<file path="config.mk">
export PLATFORM = sky130hd
export DESIGN_NAME = mem_access_unit
export DESIGN_NICKNAME = d
export VERILOG_FILES = /design/src/rtl/mem_access_unit.sv
export SDC_FILE = /design/constraint.sdc
export NUM_CORES = 1
export LEC_CHECK = 0
export BUFFER_PORTS_ARGS = -buffer_cell sky130_fd_sc_hd__buf_2
export CAP_MARGIN = 20
export CORE_AREA = 2 2 115 117
export DETAILED_ROUTE_END_ITERATION = 10
export DIE_AREA = 0 0 117 119
export PLACE_DENSITY = 0.81
export SYNTH_ARGS = -nofsm -noshare
export SYNTH_HDL_FRONTEND = slang
export SYNTH_SLANG_ARGS = --single-unit
</file>
<file path="constraint.sdc">
create_clock -name clk -period 2.99 [get_ports clk]
set_clock_uncertainty 0.1 [all_clocks]
set_input_delay 0.897 -clock clk [delete_from_list [all_inputs] [get_ports clk]]
set_output_delay 0.897 -clock clk [all_outputs]
set_load 0.02 [all_outputs]
</file>
<file path="src/rtl/mem_access_unit.sv">
// mem_access_unit: initiator side of the data-RAM interface.
// Turns a MEM-stage load/store request into a RAM transaction held for
// WAIT_CYCLES cycles, returns an aligned and extended load result, and
// owns the LL/SC link bit.
//
// Ports:
//   clk, rst      clock, synchronous active-high reset
//   req_i, op_i   request valid and operation code (sampled in IDLE only)
//   addr_i        byte address
//   wdata_i       right-justified store data
//   flush_i       abort any transaction, clear link bit
//   stallreq_o    stall request to pipeline controller
//   done_o        one-cycle completion pulse
//   rdata_o       load result / SC status, valid with done_o
//   misalign_o    address-error pulse, valid with done_o
//   llbit_o       current link bit
//   mem_*_o       RAM chip enable, write enable, address, byte lanes, data
//   mem_data_i    RAM read data
module mem_access_unit #(
  parameter int unsigned WAIT_CYCLES = 1
) (
  input  logic        clk,
  input  logic        rst,
  input  logic        req_i,
  input  logic [3:0]  op_i,
  input  logic [31:0] addr_i,
  input  logic [31:0] wdata_i,
  input  logic        flush_i,
  output logic        stallreq_o,
  output logic        done_o,
  output logic [31:0] rdata_o,
  output logic        misalign_o,
  output logic        llbit_o,
  output logic        mem_ce_o,
  output logic        mem_we_o,
  output logic [31:0] mem_addr_o,
  output logic [3:0]  mem_sel_o,
  output logic [31:0] mem_data_o,
  input  logic [31:0] mem_data_i
);

  localparam int unsigned CW = (WAIT_CYCLES > 1) ? $clog2(WAIT_CYCLES) : 1;

  localparam logic [3:0] OP_LB  = 4'd1;
  localparam logic [3:0] OP_LBU = 4'd2;
  localparam logic [3:0] OP_LH  = 4'd3;
  localparam logic [3:0] OP_LHU = 4'd4;
  localparam logic [3:0] OP_LW  = 4'd5;
  localparam logic [3:0] OP_SB  = 4'd6;
  localparam logic [3:0] OP_SH  = 4'd7;
  localparam logic [3:0] OP_SW  = 4'd8;
  localparam logic [3:0] OP_LL  = 4'd9;
  localparam logic [3:0] OP_SC  = 4'd10;

  typedef enum logic [1:0] {S_IDLE, S_ACCESS, S_DONE} state_t;

  state_t        state_q, state_d;
  logic [CW-1:0] cnt_q, cnt_d;
  logic [3:0]    op_q, op_d;
  logic [1:0]    boff_q, boff_d;
  logic [29:0]   waddr_q, waddr_d;
  logic [3:0]    sel_q, sel_d;
  logic [31:0]   wdat_q, wdat_d;
  logic          we_q, we_d;
  logic [31:0]   rdata_q, rdata_d;
  logic          mis_q, mis_d;
  logic          llbit_q, llbit_d;

  // Request decode on the live inputs
  logic        op_valid, is_byte, is_half, is_store, aligned, sc_fail, accept;
  logic [3:0]  sel_req;
  logic [31:0] wrep;

  always_comb begin
    op_valid = 1'b0;
    is_byte  = 1'b0;
    is_half  = 1'b0;
    is_store = 1'b0;
    case (op_i)
      OP_LB, OP_LBU: begin op_valid = 1'b1; is_byte = 1'b1; end
      OP_LH, OP_LHU: begin op_valid = 1'b1; is_half = 1'b1; end
      OP_LW, OP_LL:  op_valid = 1'b1;
      OP_SB:         begin op_valid = 1'b1; is_byte = 1'b1; is_store = 1'b1; end
      OP_SH:         begin op_valid = 1'b1; is_half = 1'b1; is_store = 1'b1; end
      OP_SW, OP_SC:  begin op_valid = 1'b1; is_store = 1'b1; end
      default:       op_valid = 1'b0;
    endcase
    aligned = is_byte ? 1'b1 : (is_half ? ~addr_i[0] : (addr_i[1:0] == 2'b00));
    sc_fail = (op_i == OP_SC) && !llbit_q;
    accept  = (state_q == S_IDLE) && req_i && op_valid;
    // Big-endian: byte offset 0 lives in lane 3
    sel_req = is_byte ? (4'b1000 >> addr_i[1:0])
            : (is_half ? (addr_i[1] ? 4'b0011 : 4'b1100) : 4'b1111);
    if (!is_store)    wrep = '0;
    else if (is_byte) wrep = {4{wdata_i[7:0]}};
    else if (is_half) wrep = {2{wdata_i[15:0]}};
    else              wrep = wdata_i;
  end

  // Load extraction from the RAM word, using the latched offset
  logic [7:0]  lb;
  logic [15:0] lh;
  logic [31:0] ld_val;

  always_comb begin
    case (boff_q)
      2'd0:    lb = mem_data_i[31:24];
      2'd1:    lb = mem_data_i[23:16];
      2'd2:    lb = mem_data_i[15:8];
      default: lb = mem_data_i[7:0];
    endcase
    lh = boff_q[1] ? mem_data_i[15:0] : mem_data_i[31:16];
    case (op_q)
      OP_LB:        ld_val = {{24{lb[7]}}, lb};
      OP_LBU:       ld_val = {24'b0, lb};
      OP_LH:        ld_val = {{16{lh[15]}}, lh};
      OP_LHU:       ld_val = {16'b0, lh};
      OP_LW, OP_LL: ld_val = mem_data_i;
      OP_SC:        ld_val = 32'd1;
      default:      ld_val = '0;
    endcase
  end

  always_comb begin
    state_d = state_q;
    cnt_d   = cnt_q;
    op_d    = op_q;
    boff_d  = boff_q;
    waddr_d = waddr_q;
    sel_d   = sel_q;
    wdat_d  = wdat_q;
    we_d    = we_q;
    rdata_d = rdata_q;
    mis_d   = mis_q;
    llbit_d = llbit_q;
    case (state_q)
      S_IDLE: begin
        if (accept) begin
          if (!aligned) begin
            state_d = S_DONE;
            mis_d   = 1'b1;
            rdata_d = '0;
          end else if (sc_fail) begin
            state_d = S_DONE;
            rdata_d = '0;
          end else begin
            state_d = S_ACCESS;
            cnt_d   = CW'(WAIT_CYCLES - 1);
            op_d    = op_i;
            boff_d  = addr_i[1:0];
            waddr_d = addr_i[31:2];
            sel_d   = sel_req;
            wdat_d  = wrep;
            we_d    = is_store;
          end
        end
      end
      S_ACCESS: begin
        if (cnt_q == '0) begin
          state_d = S_DONE;
          rdata_d = ld_val;
          if (op_q == OP_LL) llbit_d = 1'b1;
          if (op_q == OP_SC) llbit_d = 1'b0;
        end else begin
          cnt_d = cnt_q - CW'(1);
        end
      end
      S_DONE: begin
        state_d = S_IDLE;
        rdata_d = '0;
        mis_d   = 1'b0;
      end
      default: state_d = S_IDLE;
    endcase
    // Flush overrides every transition above
    if (flush_i) begin
      state_d = S_IDLE;
      llbit_d = 1'b0;
      rdata_d = '0;
      mis_d   = 1'b0;
    end
  end

  always_ff @(posedge clk) begin
    if (rst) begin
      state_q <= S_IDLE;
      cnt_q   <= '0;
      op_q    <= '0;
      boff_q  <= '0;
      waddr_q <= '0;
      sel_q   <= '0;
      wdat_q  <= '0;
      we_q    <= 1'b0;
      rdata_q <= '0;
      mis_q   <= 1'b0;
      llbit_q <= 1'b0;
    end else begin
      state_q <= state_d;
      cnt_q   <= cnt_d;
      op_q    <= op_d;
      boff_q  <= boff_d;
      waddr_q <= waddr_d;
      sel_q   <= sel_d;
      wdat_q  <= wdat_d;
      we_q    <= we_d;
      rdata_q <= rdata_d;
      mis_q   <= mis_d;
      llbit_q <= llbit_d;
    end
  end

  logic in_acc, in_done;

  always_comb begin
    in_acc     = (state_q == S_ACCESS);
    in_done    = (state_q == S_DONE);
    stallreq_o = (accept && aligned && !sc_fail) || in_acc;
    done_o     = in_done;
    rdata_o    = in_done ? rdata_q : '0;
    misalign_o = in_done && mis_q;
    llbit_o    = llbit_q;
    mem_ce_o   = in_acc;
    mem_we_o   = in_acc && we_q;
    mem_addr_o = in_acc ? {waddr_q, 2'b00} : '0;
    mem_sel_o  = in_acc ? sel_q : '0;
    mem_data_o = in_acc ? wdat_q : '0;
  end

endmodule

</file>
==> results of run 1 <==
==> stage by stage <==
step / hold slack (ns) / util (%) / TNS (ns)
floorplan: 0.3242 / - / 0
global placement: 0.3368 / 58.35 / -0.02637
detailed placement: 0.3402 / 58.35 / -0.02491
CTS: 0.3513 / 61.13 / 0
global route: 0.3710 / 61.31 / 0
finish: 0.3500 / 61.31 / 0
==> cells by family (layout without fill, tap and decap cells) <==
kind of cell | count (synthesis) | after routing | synth area share [%]
simple gates | 347 | 347 | 27.24
compound gates | 203 | 203 | 22.49
flops | 109 | 109 | 34.71
buf+inv | 79 | 265 | 6.169
mux | 45 | 45 | 8.020
fa+ha+maj | 4 | 4 | 0.7563
xor+xnor | 4 | 4 | 0.5572
other cells | 1 | 2 | 0.05964
==> repair_timing <==
| item | CTS | global route |
|---|---|---|
| pin swaps | 1 | 3 |
| setup buffers | 1 | 0 |
| endpoints found under the setup margin | 1 | 1 |
| resized for setup | 0 | 8 |
==> final cells by class <==
| class | instances | area, um^2 |
|---|---|---|
| Tap cell | 176 | 220.2 |
| Fill cell | 1155 | 4981 |
| Sequential cell | 109 | 2182 |
| Multi-Input combinational cell | 605 | 3769 |
| Timing Repair Buffer | 241 | 1343 |
| Clock buffer | 9 | 225.2 |
| Inverter | 8 | 30.03 |
| Clock inverter | 7 | 125.1 |
==> critical path, stage by stage <==
cell	delay (ns)
buf_4	0.14
a21o_1	0.22
a211oi_4	0.28
o211ai_4	0.14
nand2b_1	0.13
buf_6	0.12
==> cells in the mapped netlist (4+ instances only) <==
library cell | instances | area, um^2
o2111ai_1 | 12 | 105.1
nand3b_1 | 9 | 67.56
nor3_1 | 4 | 20.02
o31ai_1 | 4 | 30.03
a221o_1 | 9 | 90.09
buf_6 | 7 | 78.83
a32o_1 | 4 | 40.04
o21ai_0 | 9 | 45.04
nor2b_1 | 10 | 62.56
nand2b_1 | 5 | 31.28
a21o_1 | 33 | 247.7
nand3_1 | 17 | 85.08
a31oi_1 | 5 | 31.28
a21boi_0 | 8 | 60.06
buf_2 | 16 | 80.08
and2_1 | 101 | 631.9
nor2_1 | 13 | 48.80
mux4_2 | 4 | 90.09
mux2i_1 | 38 | 380.4
buf_4 | 5 | 37.54
o2bb2ai_1 | 8 | 70.07
clkbuf_1 | 40 | 150.1
a21oi_1 | 70 | 350.3
a211oi_1 | 12 | 90.09
dfxtp_1 | 109 | 2182
nand2_1 | 171 | 641.9
inv_1 | 8 | 30.03
xor2_1 | 4 | 35.03
==> cells in the final DEF (no fill, tap or decap), types with 4 or more instances in the layout <==
master	n
nand3b_1	9
dfxtp_1	109
nand2_1	171
a21o_1	33
clkbuf_16	9
a21boi_0	8
inv_6	4
a32o_1	4
inv_1	8
nor3_1	4
buf_4	32
nand2b_1	5
o31ai_1	4
o2bb2ai_1	8
nor2_1	13
and2_1	101
xor2_1	4
o21ai_0	9
a31oi_1	5
buf_2	203
a211oi_1	12
a221o_1	9
mux4_2	4
nand3_1	17
nor2b_1	10
mux2i_1	38
o2111ai_1	12
a21oi_1	68
==> sequential cells by signal, indices dropped and copies added, names as in the netlist <==
register  count
sel_q         4
rdata_q      32
mis_q         1
state_q       2
boff_q        2
op_q          4
we_q          1
llbit_o       1
wdat_q       32
waddr_q      30
==> final timing paths <==
kind | end | slack [ns] | start | depth (start not counted)
hold / removal | waddr_q[16] | 0.35 | waddr_q[16] | 2
setup reg to reg | rdata_q[30] | 0.56 | state_q[1] | 6
setup / recovery | stallreq_o | 0.07 | op_i[1] | 6
hold reg to reg | waddr_q[16] | 0.35 | waddr_q[16] | 2
==> power breakdown <==
| part | internal [mW] | leakage, nW | total, mW | switching, mW |
|---|---|---|---|---|
| Combinational | 0.210 | 2.61 | 0.497 | 0.288 |
| Clock | 0.831 | 0.171 | 1.40 | 0.566 |
| Sequential | 1.49 | 0.882 | 1.51 | 0.0277 |
==> layer usage <==
metal / share of wire [%] / wire, um / global-route usage, % / up-vias
met5: 0 / 0 / 0 / -
met4: 2.8 / 500 / 10.29 / 0
met3: 8.3 / 1463 / 6.514 / 35
met2: 46 / 8173 / 39.31 / 254
met1: 43 / 7540 / 33.12 / 2969
li1: - / - / - / 3102
==> metrics.md, run 1 <==
| Metric | Value |
|---|---|
| Status | completed |
| Final Power | 3.409 mW |
| Critical path class | input port to primary output |
| Final setup viols | 0 |
| CP endpoint kind | primary output |
| Number of nets in the layout | 1081 |
| Data required, critical path | 1.99 ns |
| CTS Buffer Depth | 2 |
| Core Region | 12870 um^2 |
| Pre-Repair DR Iteration Count | 5 |
| Max_slew headroom | 52.89% |
| Critical path startpoint category | input port |
| Post-route cell area | 7894 um^2 |
| Area growth from synthesis to final layout | 25.55% |
| Worst setup margin | 0.06651 ns |
| DRT antenna net count | 0 |
| Fin. Hold Viols | 0 |
| Hpwl dp | 12780 um |
| CTS tree | built |
| Ys flop type | dfxtp_1 |
| Largest net degree at the start of global routing | 68 |
| Drc violations | 0 |
| Post-Layout Cell Count | 1155 |
| Initial antenna violation count | 0 |
| Dpl cells | 1138 |
| Ant diodes | 0 |
| Htree depth | 3 |
| DRT iter0 DRCs | 462 |
| Placer Congestion | 0.9323 |
| FFs w/ async S/R, synth | 0% |
| Fin crit share | 97.78% |
| Pins Over Slew Limit | 0 |
| Vias per inst | 5.506 |
| Min-Delay Path Class | flip-flop to flip-flop |
| FP Rows | 42 |
| Hold_buf cts | 0 |
| TritonCTS Sinks | 109 |
| Cells after Synth | 792 |
| Ys Warns | 0 |
| Root buffer cell | clkbuf_16 |
| Placed cell area | 7512 um^2 |
| Die X | 117 um |
| Via count | 6360 |
| Layout cell share with drive strength beyond 1 | 28.60% |
| Yosys reg bits | 109 |
| EDFF count, synth | 0 |
| Die Ht | 119 um |
| Max cap viols | 0 |
| Clk slew on worst S/H paths | 0.07 ns |
| Post-synthesis area per instance | 7.938 um^2 |
| Mapped Area | 6287 um^2 |
| Fin crit period | 2.923 ns |
| Max VDD drop | 0.3273 mV |
| Max Clk Rate | 342.1 MHz |
| DIE AREA | 13920 um^2 |
| Unrepaired setup endpoints after global routing | false |
| Register area share after synthesis | 34.71% |
| GRT Util Overall | 25.24% |
| Clock Latency Late Sink | 0.35 ns |
| Vias in the first global route | 5887 |
| Pre-CTS setup slack | -0.02491 ns |
| Netlist cell types | 62 |
| I/O pin cnt | 210 |
| Worst slew pin tran | 0.7066 ns |
| Leakage power total | 3.661 nW |
| Critical path fanouts, max | 8 |
| I/O Buffers | 207 |
| Global route total overflow | 0 |
| Inserted Clock Buffers | 9 |
| WL final | 17680 um |
| Pwr dens | 431.9 nW/um^2 |
| First-pass GRT wire length | 28120 um |
| Initial Utilization | 48.83% |
| Crit path DAT | 1.93 ns |
| Routed wire length per instance | 15.31 um |
Note: power is estimated with default switching activity, not from simulation.
==> run 2, diff against run 1 <==
==> config.mk (replaced) <==
export PLATFORM = sky130hd
export DESIGN_NAME = mem_access_unit
export DESIGN_NICKNAME = d
export VERILOG_FILES = /design/src/rtl/mem_access_unit.sv
export SDC_FILE = /design/constraint.sdc
export NUM_CORES = 1
export LEC_CHECK = 0
export CAP_MARGIN = 20
export CORE_AREA = 2 2 110 112
export DETAILED_ROUTE_END_ITERATION = 10
export DIE_AREA = 0 0 112 114
export DONT_BUFFER_PORTS = 1
export PLACE_DENSITY = 0.72
export SYNTH_ARGS = -nofsm -noshare
export SYNTH_HDL_FRONTEND = slang
export SYNTH_SLANG_ARGS = --single-unit
==> run 2 against run 1 <==
Compared with the run above: final cell count fell by 22%; sequential share of layout area rose by 5.4 points; largest power group unchanged; combinational power fell by 30%; worst setup slack improved by 0.062 ns; routed wire length fell by 5.0%.
==> metrics.md, run 2 (synthesis results as in run 1) <==
| Metric | Value |
|---|---|
| DRT iter0 DRCs | 315 |
| Hpwl dp | 12200 um |
| Leakage power total | 2.549 nW |
| Min-Delay Path Class | flip-flop to flip-flop |
| Crit-path cells | inv_1, ha_2, buf_4, and2_1 |
| Pwr dens | 465.3 nW/um^2 |
| Max_slew headroom | 56.17% |
| Root buffer cell | clkbuf_16 |
| I/O pin cnt | 210 |
| First-pass GRT wire length | 26800 um |
| Worst slew pin tran | 0.6574 ns |
| Die Ht | 114 um |
| DIE AREA | 12770 um^2 |
| Slowest cell on crit path | ha_2 |
| Crit path DAT | 1.86 ns |
| DRT antenna net count | 0 |
| Placer Congestion | 0.9606 |
| Htree depth | 3 |
| Pins Over Slew Limit | 0 |
| Crit path largest cell delay | 0.48 ns |
| Inserted Clock Buffers | 9 |
| Via count | 5523 |
| Hold_buf cts | 0 |
| Fin. Hold Viols | 0 |
| Post-CTS sizing | 0 |
| Data required, critical path | 1.99 ns |
| Vias per inst | 6.130 |
| Max cap viols | 0 |
| GRT Util Overall | 25.89% |
| Final setup viols | 0 |
| Drc violations | 0 |
| FP Rows | 40 |
| Clock Latency Late Sink | 0.35 ns |
| Initial Utilization | 53.69% |
| Number of nets in the layout | 856 |
| Most common cell after layout, fill and taps aside | nand2_1 |
| Largest net degree at the start of global routing | 69 |
| Clk slew on worst S/H paths | 0.07 ns |
| WL final | 16790 um |
| Pre-CTS setup slack | 0.1503 ns |
| Initial antenna violation count | 0 |
| CTS tree | built |
| Fin crit period | 2.862 ns |
| Postcts setup bufs | 0 |
| TNS Setup | 0 ns |
| Global route total overflow | 0 |
| Max Clk Rate | 349.5 MHz |
| I/O Buffers | 0 |
| CP endpoint kind | primary output |
| Die X | 112 um |
| Highest-count cells in the layout ignoring fill and taps | nand2_1, dfxtp_1, and2_1 |
| Unrepaired setup endpoints after global routing | false |
| Area growth from synthesis to final layout | 5.095% |
| Worst setup margin | 0.1284 ns |
| Critical path startpoint category | flip-flop |
| Pre-Repair DR Iteration Count | 5 |
| Critical path fanouts, max | 24 |
| Core Region | 11710 um^2 |
| CTS Buffer Depth | 2 |
| Ant diodes | 0 |
| TritonCTS Sinks | 109 |
| Biggest regs | rdata_q x32, wdat_q x32, waddr_q x30 |
| Critical path class | flip-flop to primary output |
| Max VDD drop | 0.3514 mV |
| Routed wire length per instance | 18.64 um |
| Vias in the first global route | 5332 |
| Fin crit share | 95.71% |
| Layout cell share with drive strength beyond 1 | 6.897% |
| Status | completed |
run 2: cell types whose count changed in the layout (fill, tap and decap cells not counted), sizes merged:
cell	previous run	this run
buf	239	16
inv	12	9
bufinv	3	1
clkinv	0	2
clkinvlp	0	1
run 2: stage by stage:
step | cells | hold slack [ns] | instance area [um^2] | utilization, % | total power [mW]
after floorplan | 793 | 0.3242 | 6306 | - | 1.857
after global placement | 885 | 0.3327 | 6315 | 53.92 | 1.883
after detailed placement | 885 | 0.3370 | 6315 | 53.92 | 1.896
after CTS | 901 | 0.3467 | 6608 | 56.42 | 3.090
after global routing | 901 | 0.3634 | 6608 | 56.42 | 3.192
final | 901 | 0.3451 | 6608 | 56.42 | 3.074
run 2: worst max-delay path: cells and delay by family, from the launching register on:
family,cells,cell delay [ns]
fa+ha+maj,1,0.48
buf+inv,2,0.40
flops,1,0.33
simple gates,1,0.30
run 2: path summary, 6_finish.rpt:
kind                            startpoint           end  slack, ns  cells past startpoint
worst max-delay path            state_q[1]  mem_sel_o[3]       0.13                      4
worst min-delay path            waddr_q[6]    waddr_q[6]       0.35                      2
worst max register to register  state_q[1]   rdata_q[31]       0.59                      6
worst min register to register  waddr_q[6]    waddr_q[6]       0.35                      2
run 2: routing by layer:
layer / vias up / GRT usage, % / part of all wire, %
met2: 249 / 41.86 / 46
met4: 0 / 10.41 / 2.6
met3: 32 / 6.642 / 9.4
li1: 2654 / - / -
met1: 2588 / 33.32 / 42
met5: - / 0 / 0
run 2: layout make-up:
type                    instances  area (um^2)
fillers                      1083         5104
well taps                     147        183.9
clock buffers                  11        232.7
repair buffers                 16        157.7
inverters                       8        30.03
flip-flops and latches        109         2182
clock inverters                 5        60.06
multi-input cells             605         3761
run 2: where the power goes:
part           total [mW]  switching [mW]  internal, mW
registers            1.52          0.0288          1.49
clock network        1.21           0.554         0.654
logic               0.350           0.208         0.141
